`src/rtl/dmem_arb_pkg.sv`:
```
// Shared types and defaults for the data-memory arbiter.
// Requester ids, response-phase states and the default debug wait limit.
package dmem_arb_pkg;

  typedef enum logic [1:0] {
    IDLE   = 2'd0,
    RESP_C = 2'd1,
    RESP_D = 2'd2
  } resp_state_e;

  typedef enum logic {
    REQ_CORE = 1'b0,
    REQ_DBG  = 1'b1
  } req_id_e;

  localparam int MAX_WAIT_DEF = 4;

endpackage

```
`src/rtl/dmem_starve_ctr.sv`:
```
// Saturating count of cycles the debug port has been passed over.
// at_limit lets debug pre-empt the core once the bound is reached.
module dmem_starve_ctr
  import dmem_arb_pkg::*;
#(
  parameter int MAX_WAIT = MAX_WAIT_DEF
) (
  input  logic CLK,
  input  logic RST_N,
  input  logic waiting,
  input  logic granted,
  output logic at_limit
);

  logic [3:0] cnt;

  always_ff @(posedge CLK or negedge RST_N) begin
    if (!RST_N) begin
      cnt <= '0;
    end else if (granted || !waiting) begin
      cnt <= '0;
    end else if (cnt != 4'(MAX_WAIT)) begin
      cnt <= cnt + 4'd1;
    end
  end

  assign at_limit = (cnt == 4'(MAX_WAIT));

endmodule

```
`src/rtl/dmem_arbiter.sv`:
```
// Core/debug arbiter for the single-ported synchronous data memory.
// Core has priority; debug has a bounded wait; one-cycle ack with range check.
module dmem_arbiter
  import dmem_arb_pkg::*;
#(
  parameter int ADDR_W   = 8,
  parameter int DATA_W   = 32,
  parameter int MAX_WAIT = MAX_WAIT_DEF
) (
  input  logic              CLK,
  input  logic              RST_N,
  input  logic              c_req,
  input  logic              c_we,
  input  logic [31:0]       c_addr,
  input  logic [DATA_W-1:0] c_wdata,
  output logic              c_ack,
  output logic              c_err,
  output logic [DATA_W-1:0] c_rdata,
  input  logic              d_req,
  input  logic              d_we,
  input  logic [31:0]       d_addr,
  input  logic [DATA_W-1:0] d_wdata,
  output logic              d_ack,
  output logic              d_err,
  output logic [DATA_W-1:0] d_rdata,
  output logic              mem_we,
  output logic [ADDR_W-1:0] mem_addr,
  output logic [DATA_W-1:0] mem_wdata,
  input  logic [DATA_W-1:0] mem_rdata
);

  resp_state_e       state_q, state_d;
  logic              c_elig, d_elig, gnt_c, gnt_d, gnt, at_limit;
  req_id_e           sel;
  logic [31:0]       g_addr;
  logic [DATA_W-1:0] g_wdata;
  logic              g_we, g_in_range;
  logic              err_p1, rd_p1;

  dmem_starve_ctr #(.MAX_WAIT(MAX_WAIT)) u_starve (
    .CLK      (CLK),
    .RST_N    (RST_N),
    .waiting  (d_req),
    .granted  (gnt_d),
    .at_limit (at_limit)
  );

  always_ff @(posedge CLK or negedge RST_N) begin
    if (!RST_N) begin
      state_q <= IDLE;
      err_p1  <= 1'b0;
      rd_p1   <= 1'b0;
    end else begin
      state_q <= state_d;
      err_p1  <= gnt & ~g_in_range;
      rd_p1   <= gnt & ~g_we & g_in_range;
    end
  end

  // A port in its response phase cannot be re-granted on a still-high req.
  always_comb begin
    c_elig  = c_req & (state_q != RESP_C);
    d_elig  = d_req & (state_q != RESP_D);
    gnt_d   = d_elig & (at_limit | ~c_elig);
    gnt_c   = c_elig & ~gnt_d;
    state_d = IDLE;
    if (gnt_c) begin
      state_d = RESP_C;
    end else if (gnt_d) begin
      state_d = RESP_D;
    end
  end

  assign gnt        = gnt_c | gnt_d;
  assign sel        = gnt_d ? REQ_DBG : REQ_CORE;
  assign g_addr     = (sel == REQ_DBG) ? d_addr  : c_addr;
  assign g_wdata    = (sel == REQ_DBG) ? d_wdata : c_wdata;
  assign g_we       = (sel == REQ_DBG) ? d_we    : c_we;
  assign g_in_range = (g_addr[31:ADDR_W] == '0);

  always_comb begin
    mem_we    = gnt & g_we & g_in_range & RST_N;
    mem_addr  = gnt ? g_addr[ADDR_W-1:0] : '0;
    mem_wdata = gnt ? g_wdata : '0;
    c_ack     = (state_q == RESP_C);
    d_ack     = (state_q == RESP_D);
    c_err     = c_ack & err_p1;
    d_err     = d_ack & err_p1;
    c_rdata   = (c_ack & rd_p1) ? mem_rdata : '0;
    d_rdata   = (d_ack & rd_p1) ? mem_rdata : '0;
  end

endmodule
```
`config.mk`:
```
export PLATFORM = sky130hd
export DESIGN_NAME = dmem_arbiter
export DESIGN_NICKNAME = d
export VERILOG_FILES = /design/src/rtl/dmem_arb_pkg.sv /design/src/rtl/dmem_starve_ctr.sv /design/src/rtl/dmem_arbiter.sv
export SDC_FILE = /design/constraint.sdc
export NUM_CORES = 1
export LEC_CHECK = 0
export CAP_MARGIN = 20
export CORE_AREA = 2 2 105 107
export CTS_BUF_LIST = sky130_fd_sc_hd__clkbuf_4 sky130_fd_sc_hd__clkbuf_8 sky130_fd_sc_hd__clkbuf_16
export DETAILED_ROUTE_END_ITERATION = 8
export DIE_AREA = 0 0 107 109
export SETUP_SLACK_MARGIN = 0.15
export SYNTH_ARGS = -nofsm -noshare
export SYNTH_HDL_FRONTEND = slang
export SYNTH_SLANG_ARGS = --single-unit
```
`constraint.sdc`:
```
create_clock -name CLK -period 2.4 [get_ports CLK]
set_input_delay 0.24 -clock CLK [delete_from_list [all_inputs] [get_ports CLK]]
set_output_delay 0.24 -clock CLK [all_outputs]
set_load 0.05 [all_outputs]
```
# Word-level counts from Yosys, hierarchy flattened
# Index checks and enable logic that the tools add are counted.
# totals
regBits	8
elab_cells	47
input_bits	166
output_inout_bits	109
# classes
muxes	12
add_sub_neg	1
eq_ne	6
bitwise_logic	20
n_reduce_logical	4
# op_table
cell	n
32-bit 2-to-1 mux	5
24-bit zero test	1
1-bit bitwise AND	14
4-bit 2-to-1 mux	2
8-bit 2-to-1 mux	1
4-bit by 1-bit adder with 4-bit output (second input constant)	1
4-bit by 3-bit == test with 1-bit output (second input constant)	1
2-bit 2-to-1 mux	2
4-bit by 3-bit != test with 1-bit output (second input constant)	1
1-bit inverter	4
2-bit by 1-bit == test with 1-bit output (second input constant)	1
2-bit == test (second input constant)	1
1-bit 2-to-1 mux	2
2-bit by 1-bit != test with 1-bit output (second input constant)	1
2-bit != test (second input constant)	1
1-bit bitwise OR	2
2-bit nonzero test	1
1-bit zero test	1
1-bit logical OR	1

# Longest topological paths before layout
# Gate-level depths: netlist (run 1).
# depth
ltp_word	11
mapped_depth	8
mapped_depth_nobuf	7

# By module
# From an unflattened synthesis (run 1), not the netlist that was laid out.
# hier_totals
hier_cells	270
area_unflattened_um2	1569.0
# modules_own_cells
module	seq_area_each_um2	area_per_inst_um2	cells_each	instances
dmem_arbiter	100.1	1351.3	250	1
dmem_starve_ctr	100.1	217.7	20	1

# Least setup slack after synthesis (run 1)
# OpenSTA, ideal clock, no wires.
# synth_path
path_type	register to output
from	reg u_starve.cnt[0]
to	out mem_addr[0]
stages_incl_launch_ff	9
slack_ns	0.010
path_buffers	1
required_ns	2.160
arrival_time_ns	2.150
path_cell_list	dfrtp_1 > inv_1 > ha_1 > and3b_4 > o311ai_4 > inv_2 > a211oi_4 > buf_6 > a22o_1
# synth_between
elab_chain_len	7
word_cells_on_any_way	9
cone_classes	eq/ne (1); mux (3); bitwise (5)
# synth_lines
element	line_no	source
from (decl)	dmem_starve_ctr.sv:15	logic [3:0] cnt;
from (signal assigned)	dmem_starve_ctr.sv:23	cnt <= cnt + 4'd1;
4-bit by 3-bit == test with 1-bit output (*)	dmem_starve_ctr.sv:27	assign at_limit = (cnt == 4'(MAX_WAIT));
1-bit bitwise OR (*)	dmem_arbiter.sv:64	gnt_d = d_elig & (at_limit | ~c_elig);
1-bit bitwise AND (*)	dmem_arbiter.sv:64	
1-bit inverter	dmem_arbiter.sv:65	gnt_c = c_elig & ~gnt_d;
1-bit bitwise AND	dmem_arbiter.sv:65	
1-bit bitwise OR	dmem_arbiter.sv:74	assign gnt = gnt_c | gnt_d;
8-bit 2-to-1 mux (*)	dmem_arbiter.sv:83	mem_addr = gnt ? g_addr[ADDR_W-1:0] : '0;
to (decl)	dmem_arbiter.sv:27	output logic [ADDR_W-1:0] mem_addr,
# Every way passes the cells marked *; elsewhere a longest branch is shown, timed or not.

# Final worst setup path (run 1)
# layout_path
from	reg u_starve.cnt[1]
to	out mem_wdata[0]
# layout_between
elab_chain_len	7
word_cells_on_any_way	9
cone_classes	eq/ne (1); mux (3); bitwise (5)
# layout_lines
element	line_no	source
4-bit by 3-bit == test with 1-bit output (*)	dmem_starve_ctr.sv:27	
1-bit bitwise OR (*)	dmem_arbiter.sv:64	
1-bit bitwise AND (*)	dmem_arbiter.sv:64	
1-bit inverter	dmem_arbiter.sv:65	
1-bit bitwise AND	dmem_arbiter.sv:65	
1-bit bitwise OR	dmem_arbiter.sv:74	
32-bit 2-to-1 mux (*)	dmem_arbiter.sv:84	mem_wdata = gnt ? g_wdata : '0;
to (decl)	dmem_arbiter.sv:28	output logic [DATA_W-1:0] mem_wdata,
# Marks and branches as above.

==> results.json, run 1 <==
{
  "status": "complete, but fails checks",
  "violations": "setup timing",
  "synth-seq-cells": 8,
  "p_int_mw": 1.251,
  "final_cell_area_um2": 6123,
  "grt_pass1_vias": 2964,
  "crit_path_start_kind": "flip-flop",
  "clock_latency_ns": 0.22,
  "grt_pass1_wl_um": 16520,
  "initial_core_util_pct": 13.68,
  "drt_iter0_markers": 121,
  "reg2reg_to": "state_q[0]$_DFF_PN0_",
  "p_comb_share_pct": 85.6,
  "crit_chain": "inv_1 -> ha_2 -> and3b_4 -> o311ai_4 -> inv_2 -> a211oi_4 -> buf_12 -> buf_12 -> buf_16 -> a22o_4 -> buf_12",
  "drive_above_1_share_pct": 39.75,
  "drt_wl_total_um": 11920,
  "synth_commonest_cells": "64 x and3_1, 40 x a22o_1, 17 x clkbuf_1, 15 x nor4_1, 8 x dfrtp_1",
  "postCtsHoldBufs": 0,
  "cts_tree": "yes",
  "setup_viol": 40,
  "finalNonFillerCells": 614,
  "worst_slack_ns": -0.1345,
  "cap_violations": 0,
  "num_vias": 2786,
  "slowest_stage": "dfrtp_1",
  "gp_congestion": 0.8181,
  "areaGrowthSynthToFinish_pct": 322.3,
  "timing.rr.start": "u_starve.cnt[1]$_DFFE_PN0P_",
  "place_area_um2": 5409,
  "p_per_area_nw_per_um2": 347.3,
  "cp.arrival_ns": 2.29,
  "synth-edff-count": 0,
  "vias_per_cell": 4.537,
  "ios": 275,
  "critical_path_required_ns": 2.16,
  "tightestPinTransition_ns": 0.5337,
  "fillers": 825,
  "fmax_ghz": 0.3946,
  "yosys.area.top_type": "and3_1",
  "nNetsFinal": 643,
  "synth_most_common_cell": "and3_1",
  "yosys.area.top_type_share_pct": 27.61,
  "r2r_setup_slack_ns": 0.41,
  "cts-htree-levels": 1,
  "clkTransAtPathRegs_ns": 0.04,
  "hold_path_class": "in -> async",
  "finalHoldViolCount": 0,
  "p_sw_mw": 0.8759,
  "core_area_um2": 10600,
  "reg2reg_depth": 10,
  "end_kind": "primary output",
  "wl_per_cell_um": 19.41,
  "yosys_warnings": 0,
  "finClkSkew_ns": 0.002554,
  "ant_nets": 0,
  "fin_crit_sh_pct": 105.6,
  "drcViolationCount": 0,
  "die_y_um": 109,
  "async_flop_share_pct": 100.0,
  "dr.pass1.iters": 4,
  "p_leak_nw": 2.728,
  "synth.area.top_cells": "and3_1 28%, a22o_1 24%, dfrtp_1 14%",
  "relSlewSlack_pct": 64.31,
  "ir_drop_uv": 303.8,
  "root_buffer": "clkbuf_8",
  "rsz0062_at_grt": "yes",
  "p_seq_share_pct": 7.2,
  "cts_inserted_buffers": 3,
  "grt_max_degree": 65,
  "port_buffers": 274,
  "die_area_um2": 11660,
  "dp_hpwl_um": 9390,
  "ys_seq_area_share_pct": 13.81,
  "p_sw_share_pct": 41.19,
  "overflow": 0,
  "ys_types": 29,
  "grt.total_usage_pct": 18.54,
  "synth-main-ff-cell": "dfrtp_1",
  "cts_sinks": 8,
  "fin_crit_ns": 2.535,
  "path_class": "reg -> out",
  "die_width_um": 107,
  "syn_area_um2": 1450,
  "clkPwrFrac_pct": 7.2,
  "dpl.cell_count": 589,
  "cts_buffer_depth": 2,
  "synth_nets": 358,
  "cpPeakStageDelay_ns": 0.35,
  "syn_inst": 190,
  "cp_max_fo": 5,
  "rows": 38,
  "syn_avg_cell_area_um2": 7.632,
  "drv_slew": 0,
  "antenna_found_initial": 1,
  "cp_common_cell": "buf_12"
}
power groups by stage:
| stage | Sequential (mW) | Combinational, mW | Clock [mW] |
|---|---|---|---|
| 4_1_cts | 0.154 | 1.79 | 0.156 |
| 2_1_floorplan | 0.152 | 0.665 | 0 |
| 5_1_grt | 0.155 | 1.88 | 0.161 |
| 3_5_place_dp | 0.157 | 1.48 | 0 |
| 6_report | 0.153 | 1.82 | 0.152 |
| 3_3_place_gp | 0.156 | 1.46 | 0 |
area by class of cell:
class                      count  area (um2)  area share, %
tap                          140       175.2          2.861
sequential                     8       200.2          3.269
inverter                       6       22.52         0.3678
multi-input combinational    154        1478          24.13
timing repair buffer         302        4204          68.66
antenna                        1       2.502        0.04087
clock buffer                   3       41.29         0.6743
critical path, delay by kind of cell (launching register included):
kind	cells	cell delay [ns]
fa+ha+maj	1	0.18
compound gates	3	0.64
flops	1	0.35
simple gates	1	0.19
buf+inv	6	0.69
worst max-delay path by stage:
stage                                           start      endpoint  cells past startpoint
after floorplan           u_starve.cnt[0]$_DFFE_PN0P_   mem_addr[0]                      8
after global placement    u_starve.cnt[0]$_DFFE_PN0P_  mem_wdata[0]                      9
after detailed placement  u_starve.cnt[0]$_DFFE_PN0P_  mem_wdata[0]                      9
after CTS                 u_starve.cnt[1]$_DFFE_PN0P_  mem_wdata[8]                     11
after global routing      u_starve.cnt[1]$_DFFE_PN0P_  mem_wdata[0]                     11
final                     u_starve.cnt[1]$_DFFE_PN0P_  mem_wdata[0]                     11
sequential cells by signal (all words and copies together), names as in the netlist:
signal        count
err_p1            1
rd_p1             1
u_starve.cnt      4
state_q           2
cell families (layout without fill, tap and decap cells):
family	Yosys count	in the layout	synth area share (%)
buffers and inverters	28	311	9.836
flip-flops	8	8	13.80
adder cells (fa/ha/maj)	2	2	1.725
AND/OR/NAND/NOR	97	97	41.24
XOR/XNOR	2	2	1.208
AO/OA/AOI/OAI	53	53	32.18
other	0	1	0
metrics by stage:
step | setup TNS (ns) | hold WS [ns] | util (%) | power (mW) | setup slack (ns)
after global routing | -8.756 | 0.3390 | 57.75 | 2.197 | -0.2320
after global placement | 0 | 0.5448 | 51.01 | 1.619 | 0.08945
after CTS | -4.349 | 0.3110 | 57.12 | 2.099 | -0.1179
after floorplan | 0 | -0.05559 | - | 0.8172 | 0.1465
after detailed placement | 0 | 0.5481 | 51.01 | 1.633 | 0.03928
final | -4.719 | 0.3064 | 57.75 | 2.127 | -0.1345
placed cells by master (no fill, tap or decap), types with 2 or more instances in the layout:
| cell type | instances |
|---|---|
| a21oi_1 | 4 |
| a22o_4 | 40 |
| and2_1 | 2 |
| and3_1 | 64 |
| buf_12 | 108 |
| buf_16 | 6 |
| buf_4 | 17 |
| buf_6 | 2 |
| clkbuf_16 | 2 |
| clkbuf_8 | 3 |
| clkdlybuf4s50_1 | 166 |
| dfrtp_1 | 8 |
| inv_1 | 4 |
| inv_2 | 2 |
| nand2_1 | 4 |
| nand4_1 | 2 |
| nor2_1 | 2 |
| nor3_1 | 2 |
| nor4_1 | 15 |
| o21ai_0 | 3 |
| xnor2_1 | 2 |
what timing repair did:
item,4_1_cts,5_1_grt
pin swaps,5,3
resized for setup,53,0
endpoints found under the setup margin,41,41
setup buffers,12,2
cloned,5,2
per-layer routing:
| layer | vias up | routed length [um] | global-route usage [%] |
|---|---|---|---|
| li1 | 1328 | - | - |
| met1 | 1264 | 4298 | 20.45 |
| met2 | 176 | 6296 | 35.40 |
| met3 | 18 | 1039 | 4.842 |
| met4 | 0 | 281 | 4.360 |
| met5 | - | 0 | 0 |
Power figures use the tool's default switching activity.
==> run 2: changes to the inputs <==
--- a/config.mk
+++ b/config.mk
@@ -6,11 +6,12 @@
 export NUM_CORES = 1
 export LEC_CHECK = 0
 export CAP_MARGIN = 20
-export CORE_AREA = 2 2 105 107
+export CORE_AREA = 2 2 107 109
 export CTS_BUF_LIST = sky130_fd_sc_hd__clkbuf_4 sky130_fd_sc_hd__clkbuf_8 sky130_fd_sc_hd__clkbuf_16
 export DETAILED_ROUTE_END_ITERATION = 8
-export DIE_AREA = 0 0 107 109
-export SETUP_SLACK_MARGIN = 0.15
+export DIE_AREA = 0 0 109 111
+export SETUP_SLACK_MARGIN = 0.4
 export SYNTH_ARGS = -nofsm -noshare
 export SYNTH_HDL_FRONTEND = slang
+export SYNTH_HIERARCHICAL = 1
 export SYNTH_SLANG_ARGS = --single-unit
==> results.json, run 2 <==
{
  "status": "complete, but fails checks",
  "violations": "setup timing",
  "synthMuxAreaShare_pct": 1.994,
  "synth-simple-area-share_pct": 58.45,
  "syn_inst": 270,
  "ir_drop_uv": 334.4,
  "final_cell_area_um2": 6178,
  "drt_iter0_markers": 106,
  "die_width_um": 109,
  "yosys_warnings": 6,
  "cp.arrival_ns": 2.34,
  "finalPower_mw": 2.608,
  "core_area_um2": 11080,
  "p_per_area_nw_per_um2": 422.2,
  "fin_crit_ns": 2.579,
  "rsz0062_at_grt": "yes",
  "finalHoldViolCount": 0,
  "finClkSkew_ns": 0.001763,
  "tightestPinTransition_ns": 0.4547,
  "reg2reg_to": "rd_p1$_DFF_PN0_",
  "p_leak_nw": 2.643,
  "ant_nets": 0,
  "ys_types": 30,
  "synth-compound-area-share_pct": 15.87,
  "dpl.cell_count": 681,
  "ios": 275,
  "yosys.area.top_type_share_pct": 25.52,
  "synth-seq-cells": 8,
  "drt_wl_total_um": 10980,
  "place_area_um2": 5659,
  "synth_commonest_cells": "80 x nand2_1, 64 x and3_1, 40 x a21oi_1, 25 x clkbuf_1, 12 x nor4_1",
  "fmax_ghz": 0.3878,
  "cts-htree-levels": 1,
  "ys_seq_area_share_pct": 12.76,
  "gp_congestion": 0.8200,
  "rows": 39,
  "finalNonFillerCells": 691,
  "num_vias": 3087,
  "largestRegisters": "u_starve/cnt x4, state_q x2",
  "critical_path_required_ns": 2.16,
  "cts_buffer_depth": 2,
  "largest_reg_flops": 4,
  "cts_inserted_buffers": 3,
  "top_register": "u_starve/cnt",
  "die_y_um": 111,
  "preCtsSetupSlack_ns": -0.02241,
  "path_class": "reg -> out",
  "synth_most_common_cell": "nand2_1",
  "synth.area.top_cells": "and3_1 26%, nand2_1 19%, a21oi_1 13%",
  "post-route-util_pct": 55.78,
  "root_buffer": "clkbuf_16",
  "antennaDiodeCount": 0,
  "cap_violations": 0,
  "drv_slew": 0,
  "antenna_found_initial": 1,
  "overflow": 0,
  "nNetsFinal": 718,
  "cp_max_fo": 4,
  "synthXorXnorAreaFrac_pct": 1.675,
  "synth_nets": 438,
  "synth_top_family_by_area": "simple AND/OR/NAND/NOR gates",
  "hold_path_class": "in -> async",
  "dr.pass1.iters": 4,
  "grt_max_degree": 65,
  "crit_end": "mem_we",
  "die_area_um2": 12100,
  "grt_pass1_wl_um": 15690,
  "clock_latency_ns": 0.24,
  "relSlewSlack_pct": 69.69,
  "grt.total_usage_pct": 16.26,
  "synth_fa_ha_area_share_pct": 1.595,
  "r2r_setup_slack_ns": 0.18,
  "fin_crit_sh_pct": 107.4,
  "synth-main-ff-cell": "dfrtp_1",
  "setup_viol": 40,
  "async_flop_share_pct": 100.0,
  "initial_core_util_pct": 14.16,
  "wl_per_cell_um": 15.89,
  "grt_pass1_vias": 3151,
  "synth-edff-count": 0,
  "cp-startpoint": "u_starve/cnt[1]$_DFFE_PN0P_",
  "clkTransAtPathRegs_ns": 0.04,
  "drive_above_1_share_pct": 39.96,
  "syn_avg_cell_area_um2": 5.811,
  "areaGrowthSynthToFinish_pct": 293.8,
  "cts_sinks": 8,
  "timing.rr.start": "u_starve/cnt[1]$_DFFE_PN0P_",
  "vias_per_cell": 4.467,
  "dp_hpwl_um": 8894,
  "port_buffers": 274,
  "yosys.area.top_type": "and3_1",
  "end_kind": "primary output",
  "final_common_cell": "clkdlybuf4s50_1",
  "syn_area_um2": 1569,
  "crit_path_start_kind": "flip-flop",
  "reg2reg_depth": 10,
  "layout_common_cells": "165 x clkdlybuf4s50_1, 74 x buf_12, 64 x and3_1",
  "cts_tree": "yes",
  "worst_slack_ns": -0.1788,
  "drcViolationCount": 0
}
[run 2: kinds of logic (layout without fill, tap and decap cells)]
logic type / after synthesis / in the layout
buf+inv: 32 / 310
simple gates: 177 / 177
compound gates: 45 / 45
xor+xnor: 3 / 3
flops: 8 / 8
mux: 3 / 3
fa+ha+maj: 2 / 2
[run 2: worst min-delay path by stage]
stage,startpoint,end,slack [ns],cells after the start
5_1_grt,RST_N,u_starve/cnt[3]$_DFFE_PN0P_,0.41,2
4_1_cts,RST_N,u_starve/cnt[3]$_DFFE_PN0P_,0.37,2
3_5_place_dp,RST_N,rd_p1$_DFF_PN0_,0.61,2
2_1_floorplan,RST_N,err_p1$_DFF_PN0_,-0.06,0
6_report,RST_N,rd_p1$_DFF_PN0_,0.36,2
3_3_place_gp,RST_N,rd_p1$_DFF_PN0_,0.60,2
[run 2: final cells by class]
cell class / instances / area, um2
multi-input combinational: 230 / 1883
sequential: 8 / 200.2
tap: 143 / 178.9
fill: 935 / 4898
inverter: 7 / 31.28
timing repair buffer: 300 / 3810
clock buffer: 3 / 75.07
[run 2: power breakdown]
group,internal (mW),switching [mW]
Sequential,0.153,0.0127
Combinational,0.939,1.22
Clock,0.215,0.0675
Total,1.31,1.30
[run 2: critical path, cell delays in order, from the launching register on]
cell       delay [ns]
dfrtp_1          0.34
inv_1            0.05
ha_2             0.19
nand3b_4         0.09
clkinv_4         0.05
or3b_4           0.38
a22oi_4          0.19
nand4_1          0.19
a2111oi_4        0.43
buf_12           0.19
[run 2: per-stage QoR]
step,setup TNS (ns),hold WS [ns]
after CTS,-3.029,0.3700
after global placement,0,0.6028
final,-4.150,0.3634
after floorplan,-0.1535,-0.05559
after detailed placement,-0.02241,0.6054
after global routing,-8.362,0.4057
[run 2: per-layer routing]
| metal | part of all wire (%) | GRT usage, % | wire length [um] |
|---|---|---|---|
| met5 | 0.15 | 0 | 17 |
| met4 | 1.4 | 3.846 | 158 |
| met3 | 11 | 5.879 | 1253 |
| met2 | 54 | 31.39 | 5953 |
| met1 | 33 | 16.00 | 3597 |
[run 2: what timing repair did]
action / 4_1_cts / 5_1_grt
setup buffers: 1 / 3
endpoints found under the setup margin: 46 / 47
pin swaps: 2 / 14
hold buffers: 0 / 0
cloned: 0 / 3
gates resized for setup: 34 / 64
